===== src/rtl/reg_file_param_if.sv =====
// ---------------------------------------------------------------------------
// reg_file_param_if
// Bundles the register file's read, write, maintenance and dump signals.
//   master : the datapath or debug host. It drives addresses, write data,
//            requests and dump_ready. It receives read data and dump beats.
//   slave  : the register file itself.
// Signals:
//   read_reg1/2, read_data1/2   two combinational read ports
//   write_reg, reg_write,       one synchronous write port
//   write_data
//   clear_req, dump_req         maintenance requests, one-cycle pulses
//   busy                        sequencer is not idle
//   dump_valid/ready,           register dump stream
//   dump_addr/data
// ---------------------------------------------------------------------------
interface reg_file_param_if #(
    parameter int DATA_W = 32,
    parameter int ADDR_W = 3
);
    logic [ADDR_W-1:0] read_reg1;
    logic [ADDR_W-1:0] read_reg2;
    logic [DATA_W-1:0] read_data1;
    logic [DATA_W-1:0] read_data2;
    logic [ADDR_W-1:0] write_reg;
    logic              reg_write;
    logic [DATA_W-1:0] write_data;
    logic              clear_req;
    logic              dump_req;
    logic              busy;
    logic              dump_valid;
    logic              dump_ready;
    logic [ADDR_W-1:0] dump_addr;
    logic [DATA_W-1:0] dump_data;

    modport master (
        output read_reg1, read_reg2, write_reg, reg_write, write_data,
               clear_req, dump_req, dump_ready,
        input  read_data1, read_data2, busy, dump_valid, dump_addr, dump_data
    );

    modport slave (
        input  read_reg1, read_reg2, write_reg, reg_write, write_data,
               clear_req, dump_req, dump_ready,
        output read_data1, read_data2, busy, dump_valid, dump_addr, dump_data
    );
endinterface


===== src/rtl/reg_file_param.sv =====
// ---------------------------------------------------------------------------
// reg_file_param
// General-purpose register file for the MIPS datapath. It has DEPTH = 2**ADDR_W
// registers of DATA_W bits, two combinational read ports and one synchronous
// write port. Two features are optional: same-cycle write-to-read bypass, and
// a hard-wired zero register.
// A small sequencer handles maintenance:
//   CLEAR : writes 0 into every register, one register per cycle. It runs
//           after reset and on clear_req.
//   DUMP  : streams every register out over dump_valid/dump_ready.
// Ports:
//   clk    rising-edge clock
//   rst_n  synchronous, active-low reset. It forces the sequencer into CLEAR.
//   bus    reg_file_param_if.slave, which carries the read, write and dump
//          signals
// ---------------------------------------------------------------------------
module reg_file_param #(
    parameter int DATA_W   = 32,
    parameter int ADDR_W   = 3,
    parameter bit ZERO_REG = 1'b1,
    parameter bit BYPASS   = 1'b1
) (
    input  logic              clk,
    input  logic              rst_n,
    reg_file_param_if.slave   bus
);
    localparam int DEPTH = 2 ** ADDR_W;

    typedef enum logic [1:0] {
        IDLE  = 2'd0,
        CLEAR = 2'd1,
        DUMP  = 2'd2
    } state_t;

    state_t            r_state;
    state_t            w_state_nx;
    logic [ADDR_W-1:0] r_ptr;
    logic [ADDR_W-1:0] w_ptr_nx;
    logic [DATA_W-1:0] r_regs [DEPTH];

    logic w_ptr_last;
    logic w_in_clear;
    logic w_wr_en;
    logic w_force_zero;
    logic w_dump_valid;

    // Reads the array as it was last stored. This path has no bypass, and
    // register 0 reads as zero when ZERO_REG is set.
    function automatic logic [DATA_W-1:0] f_stored(
        input logic [ADDR_W-1:0] addr,
        input logic [DATA_W-1:0] regval
    );
        if (ZERO_REG && (addr == '0))
            return '0;
        return regval;
    endfunction

    // Architectural read. The zero-register rule is checked before bypass.
    function automatic logic [DATA_W-1:0] f_read(
        input logic [ADDR_W-1:0] addr,
        input logic [DATA_W-1:0] regval,
        input logic              wr,
        input logic [ADDR_W-1:0] waddr,
        input logic [DATA_W-1:0] wdata
    );
        if (ZERO_REG && (addr == '0))
            return '0;
        if (BYPASS && wr && (waddr == addr))
            return wdata;
        return regval;
    endfunction

    assign w_ptr_last = (r_ptr == {ADDR_W{1'b1}});
    assign w_in_clear = (r_state == CLEAR);

    // Normal writes are blocked in two cases: during reset and during the
    // clear sweep. This stops a stale write from landing after a register
    // has already been zeroed.
    assign w_wr_en = rst_n && bus.reg_write && !w_in_clear &&
                     !(ZERO_REG && (bus.write_reg == '0));

    // The visible outputs are also gated by rst_n. This keeps them at
    // defined values while reset is held, even before the first edge has
    // loaded the state register.
    assign w_force_zero = !rst_n || w_in_clear;
    assign w_dump_valid = rst_n && (r_state == DUMP);

    // -------------------------------------------------------------------
    // Sequencer: state register
    // -------------------------------------------------------------------
    always_ff @(posedge clk) begin
        if (!rst_n) begin
            r_state <= CLEAR;
            r_ptr   <= '0;
        end else begin
            r_state <= w_state_nx;
            r_ptr   <= w_ptr_nx;
        end
    end

    // -------------------------------------------------------------------
    // Sequencer: next state
    // -------------------------------------------------------------------
    always_comb begin
        w_state_nx = r_state;
        w_ptr_nx   = r_ptr;
        case (r_state)
            IDLE: begin
                // clear_req has priority when both requests arrive together.
                if (bus.clear_req) begin
                    w_state_nx = CLEAR;
                    w_ptr_nx   = '0;
                end else if (bus.dump_req) begin
                    w_state_nx = DUMP;
                    w_ptr_nx   = '0;
                end
            end
            CLEAR: begin
                if (w_ptr_last) begin
                    w_state_nx = IDLE;
                    w_ptr_nx   = '0;
                end else begin
                    w_ptr_nx = r_ptr + 1'b1;
                end
            end
            DUMP: begin
                // clear_req aborts the dump, even in a cycle where the
                // current beat is being accepted.
                if (bus.clear_req) begin
                    w_state_nx = CLEAR;
                    w_ptr_nx   = '0;
                end else if (bus.dump_ready) begin
                    if (w_ptr_last) begin
                        w_state_nx = IDLE;
                        w_ptr_nx   = '0;
                    end else begin
                        w_ptr_nx = r_ptr + 1'b1;
                    end
                end
            end
            default: begin
                w_state_nx = IDLE;
                w_ptr_nx   = '0;
            end
        endcase
    end

    // -------------------------------------------------------------------
    // Register array. Its contents are never reset directly; the clear
    // sweep zeroes them instead.
    // -------------------------------------------------------------------
    always_ff @(posedge clk) begin
        if (rst_n && w_in_clear)
            r_regs[r_ptr] <= '0;
        else if (w_wr_en)
            r_regs[bus.write_reg] <= bus.write_data;
    end

    // -------------------------------------------------------------------
    // Read ports and dump stream
    // -------------------------------------------------------------------
    assign bus.read_data1 = w_force_zero ? '0 :
        f_read(bus.read_reg1, r_regs[bus.read_reg1], bus.reg_write,
               bus.write_reg, bus.write_data);
    assign bus.read_data2 = w_force_zero ? '0 :
        f_read(bus.read_reg2, r_regs[bus.read_reg2], bus.reg_write,
               bus.write_reg, bus.write_data);

    assign bus.busy       = !rst_n || (r_state != IDLE);
    assign bus.dump_valid = w_dump_valid;
    assign bus.dump_addr  = w_dump_valid ? r_ptr : '0;
    // A beat carries the stored value. A write to the same register in the
    // same cycle only affects later beats.
    assign bus.dump_data  = w_dump_valid ? f_stored(r_ptr, r_regs[r_ptr]) : '0;

endmodule

===== src/flat_wrapper.sv =====
// flat-port wrapper written by rule: the top's interface ports become plain ports
module reg_file_param_flat 
#(
    parameter int DATA_W   = 32,
    parameter int ADDR_W   = 3,
    parameter bit ZERO_REG = 1'b1,
    parameter bit BYPASS   = 1'b1
)
  (clk, rst_n, bus_read_reg1, bus_read_reg2, bus_write_reg, bus_reg_write, bus_write_data, bus_clear_req, bus_dump_req, bus_dump_ready, bus_read_data1, bus_read_data2, bus_busy, bus_dump_valid, bus_dump_addr, bus_dump_data);
  reg_file_param_if #(.DATA_W(DATA_W), .ADDR_W(ADDR_W)) bus_i ();
  input  logic clk;
  input  logic rst_n;
  input wire logic [$bits(bus_i.read_reg1)-1:0] bus_read_reg1;
  input wire logic [$bits(bus_i.read_reg2)-1:0] bus_read_reg2;
  input wire logic [$bits(bus_i.write_reg)-1:0] bus_write_reg;
  input wire logic [$bits(bus_i.reg_write)-1:0] bus_reg_write;
  input wire logic [$bits(bus_i.write_data)-1:0] bus_write_data;
  input wire logic [$bits(bus_i.clear_req)-1:0] bus_clear_req;
  input wire logic [$bits(bus_i.dump_req)-1:0] bus_dump_req;
  input wire logic [$bits(bus_i.dump_ready)-1:0] bus_dump_ready;
  output wire logic [$bits(bus_i.read_data1)-1:0] bus_read_data1;
  output wire logic [$bits(bus_i.read_data2)-1:0] bus_read_data2;
  output wire logic [$bits(bus_i.busy)-1:0] bus_busy;
  output wire logic [$bits(bus_i.dump_valid)-1:0] bus_dump_valid;
  output wire logic [$bits(bus_i.dump_addr)-1:0] bus_dump_addr;
  output wire logic [$bits(bus_i.dump_data)-1:0] bus_dump_data;
  assign bus_i.read_reg1 = bus_read_reg1;
  assign bus_i.read_reg2 = bus_read_reg2;
  assign bus_i.write_reg = bus_write_reg;
  assign bus_i.reg_write = bus_reg_write;
  assign bus_i.write_data = bus_write_data;
  assign bus_i.clear_req = bus_clear_req;
  assign bus_i.dump_req = bus_dump_req;
  assign bus_i.dump_ready = bus_dump_ready;
  assign bus_read_data1 = bus_i.read_data1;
  assign bus_read_data2 = bus_i.read_data2;
  assign bus_busy = bus_i.busy;
  assign bus_dump_valid = bus_i.dump_valid;
  assign bus_dump_addr = bus_i.dump_addr;
  assign bus_dump_data = bus_i.dump_data;
  reg_file_param #(.DATA_W(DATA_W), .ADDR_W(ADDR_W), .ZERO_REG(ZERO_REG), .BYPASS(BYPASS)) u_core (.clk(clk), .rst_n(rst_n), .bus(bus_i));
endmodule

===== config.mk =====
export PLATFORM = sky130hd
export DESIGN_NAME = reg_file_param_flat
export DESIGN_NICKNAME = d
export VERILOG_FILES = /design/src/rtl/reg_file_param_if.sv /design/src/rtl/reg_file_param.sv /design/src/flat_wrapper.sv
export SDC_FILE = /design/constraint.sdc
export NUM_CORES = 1
export LEC_CHECK = 0
export ABC_AREA = 1
export CAP_MARGIN = 20
export CORE_MARGIN = 5
export CORE_UTILIZATION = 30
export CTS_CLUSTER_SIZE = 20
export DETAILED_ROUTE_END_ITERATION = 6
export PLACE_DENSITY = 0.48
export SLEW_MARGIN = 20
export SYNTH_ARGS = -nofsm -noshare
export SYNTH_HDL_FRONTEND = slang
export SYNTH_SLANG_ARGS = --single-unit

===== constraint.sdc =====
create_clock -name clk -period 4.4 [get_ports clk]
set_input_delay 0.44 -clock clk [delete_from_list [all_inputs] [get_ports clk]]
set_output_delay 0.44 -clock clk [all_outputs]
set_load 0.02 [all_outputs]

==> impl_metrics.py, run 1 <==
metrics = {
    "logic_synthesis": {
        "synth-edff-count": 256,
        "synth_async_sr_flop_share_pct": 0,
        "synth_seq_cells": 264,
        "yosysUniqueCellTypes": 26,
        "yosys_warnings": 0,
        "post_synth.cell_area_avg_um2": 7.67,
        "syn_nets": 2132,
        "netlist_instances": 2078,
        "ys_seq_area_share_pct": 49.2,
        "ys.flop_type": "edfxtp_1",
        "synth_area_mm2": 0.0159,
    },
    "pwr": {
        "combPwrFrac_pct": 34.9,
        "clockPowerShare_pct": 28.0,
        "p_per_area_mw_per_mm2": 444,
        "cellLeakagePower_nw": 7.63,
        "power.share.switching_pct": 37.5,
        "p_sw_mw": 3.18,
        "peakVddDrop_v": 0.000261,
        "pwr-share-seq_pct": 37.1,
        "p_int_mw": 5.29,
    },
    "global_route": {
        "grt_busiest_layer": "met2",
        "grt_use_met1_pct": 28.5,
        "grt_max_degree": 76,
        "grt_pass1_vias": 14885,
        "grt.overflow.total": 0,
        "grt_use_met2_pct": 38.7,
        "grt_pass1_wl_um": 96900,
        "use_met3_pct": 3.38,
        "antenna_found_initial": 0,
        "grt_usage_pct": 22.3,
    },
    "drt": {
        "drt-wirelength-per-cell_um": 23.3,
        "postRouteAntennaNets": 0,
        "vias": 15293,
        "avgViaCountPerCell": 5.31,
        "routed_wl_um": 67100,
        "first_pass_iters": 7,
        "drc": 0,
        "drtIter0Drc": 1520,
    },
    "clock_tree": {
        "cts_sinks": 264,
        "cts_resized": 0,
        "clkLatencyLatePin_ns": 0.58,
        "cts_root_buf": "clkbuf_16",
        "numCtsBuffers": 31,
        "cts.path.max_buffers": 3,
        "cts_htree_levels": 1,
        "cts_hold_buf": 0,
        "tritoncts": "yes",
        "path_clk_slew_ns": 0.06,
        "post_cts_buffers": 0,
    },
    "die": {
        "die-width_um": 241,
        "die_area_mm2": 0.0578,
        "num_rows": 84,
        "start_util_pct": 30.3,
        "die_h_um": 241,
        "coreArea_mm2": 0.0526,
        "num_io_pins": 148,
    },
    "cells_and_area": {
        "final_common_cell": "nand2_1",
        "multi_input_area_mm2": 0.00686,
        "ff_latch_area_mm2": 0.00785,
        "nNetsFinal": 2223,
        "mostFrequentLayoutCells": "nand2_1, edfxtp_1, nand3_1",
        "finalInstanceArea_mm2": 0.0191,
        "drive_gt1_share_pct": 6.34,
        "fillers": 5452,
        "areaGrowthSynthToFinish_pct": 19.9,
        "num_antenna_cells": 0,
    },
    "timing": {
        "min_period_ns": 3.74,
        "fmax_mhz": 267,
        "worst_slew_pin_slew_ns": 1.04,
        "clock_skew_ns": 0.0116,
        "layout_worst_path_cycle_share_pct": 85.1,
        "setup_viol": 0,
        "slew_headroom_pct": 30.8,
        "rsz0062_at_grt": "no",
        "tns_ns": 0,
        "hold_viol": 0,
        "drv_slew": 0,
    },
    "critical_path": {
        "path_class": "flip-flop to primary output",
        "cp_data_arrival_time_ns": 3.30,
        "path_max_fanout": 17,
        "worstSetupEndpointType": "primary output",
        "critPathLaunchType": "flip-flop",
        "cp.required_ns": 3.96,
    },
    "hold_path": {
        "min_path_type": "flip-flop to flip-flop",
    },
    "placed_design": {
        "numPortBuffers": 147,
        "placed_cell_area_mm2": 0.0182,
        "finalWeightedCongestion": 0.844,
        "hpwl_um": 40200,
    },
    "status": {
        "status": "complete, no violations",
    },
    "run": {
        "cap_violations": 0,
    },
}
==> cells in the mapped netlist, types with 3 or more instances <==
library cell | n | share of area (%)
nand4_1 | 3 | 0.12
buf_6 | 7 | 0.49
nand2_1 | 664 | 16
clkbuf_1 | 45 | 1.1
edfxtp_1 | 256 | 48
nor2_4 | 5 | 0.35
a21oi_1 | 180 | 5.7
inv_1 | 145 | 3.4
inv_2 | 9 | 0.21
buf_2 | 66 | 2.1
nor2_1 | 163 | 3.8
buf_4 | 15 | 0.71
o211ai_1 | 33 | 1.6
a21oi_2 | 3 | 0.16
and3_1 | 32 | 1.3
o21ai_0 | 185 | 5.8
dfxtp_1 | 8 | 1.0
o21ai_1 | 33 | 1.0
nand3_1 | 197 | 6.2
buf_1 | 15 | 0.35
ha_1 | 7 | 0.55
==> metal layers <==
| metal | vias to the layer above | wire, um |
|---|---|---|
| li1 | 7134 | - |
| met1 | 7279 | 27000 |
| met2 | 748 | 32900 |
| met3 | 132 | 5130 |
| met4 | 0 | 2090 |
| met5 | - | 0 |
==> kinds of logic (layout without fill, tap and decap cells) <==
kind of cell,count (synthesis),after routing,share of synthesized area (%)
and+or+nand+nor,1069,1069,27.6
buffers and inverters,303,417,8.35
xor gates and xnor gates,1,1,0.0550
adders and majority gates,7,7,0.549
DFF,264,264,49.2
AOI/OAI and AO/OA,434,434,14.2
==> path summary, 6_finish.rpt <==
| path | start | endpoint | slack (ns) | cells past startpoint |
|---|---|---|---|---|
| setup / recovery | u_core.r_state[0] | bus_dump_data[23] | 0.66 | 7 |
| hold / removal | u_core.r_ptr[1] | flip-flop | 0.54 | 2 |
| setup reg to reg | u_core.r_state[1] | u_core.r_regs[3][4] | 1.55 | 8 |
| hold reg to reg | u_core.r_ptr[1] | flip-flop | 0.54 | 2 |
==> critical path: stages, from the launching register on <==
cell	delay [ns]
dfxtp_1	0.33
inv_1	0.10
ha_1	0.23
nand2_1	0.17
a21oi_4	0.70
buf_12	0.25
and3_1	0.29
clkdlybuf4s50_1	0.65
==> registers in the layout, indices dropped and copies added, names as in the netlist, named ones only <==
register,cells
u_core.r_regs,256
u_core.r_state,2
u_core.r_ptr,3
==> final cells by class <==
class / count / area share [%]
Timing Repair Buffer: 206 / 10.6
Clock inverter: 17 / 0.557
Inverter: 155 / 3.07
Clock buffer: 39 / 4.22
Multi-Input combinational cell: 1511 / 35.9
Tap cell: 688 / 4.51
Sequential cell: 264 / 41.1
==> per-stage QoR <==
| stage | util [%] | power, mW | hold WS, ns | cells | worst slack, ns |
|---|---|---|---|---|---|
| 3_3_place_gp | 34.6 | 6.12 | 0.518 | 2824 | 0.913 |
| 4_1_cts | 36.4 | 8.50 | 0.540 | 2880 | 0.596 |
| 2_1_floorplan | - | 4.98 | 0.489 | 2078 | 1.32 |
| 3_5_place_dp | 34.6 | 6.13 | 0.531 | 2824 | 0.902 |
| 6_report | 36.4 | 8.48 | 0.537 | 2880 | 0.658 |
| 5_1_grt | 36.4 | 8.89 | 0.580 | 2880 | 0.530 |
==> power groups by stage <==
stage	Sequential, mW	Clock (mW)	Combinational [mW]
after floorplan	3.18	0	1.81
final	3.14	2.37	2.96
after CTS	3.14	2.41	2.94
after global placement	3.19	0	2.92
after detailed placement	3.20	0	2.94
after global routing	3.16	2.54	3.19
Power figures use the tool's default switching activity.
==> inputs of run 2 (changes only) <==
Settings changed: SKIP_CTS_REPAIR_TIMING from default to 1.
==> results of run 2 <==
Same layout as run 1: the final DEF is identical, and so are final timing and power.
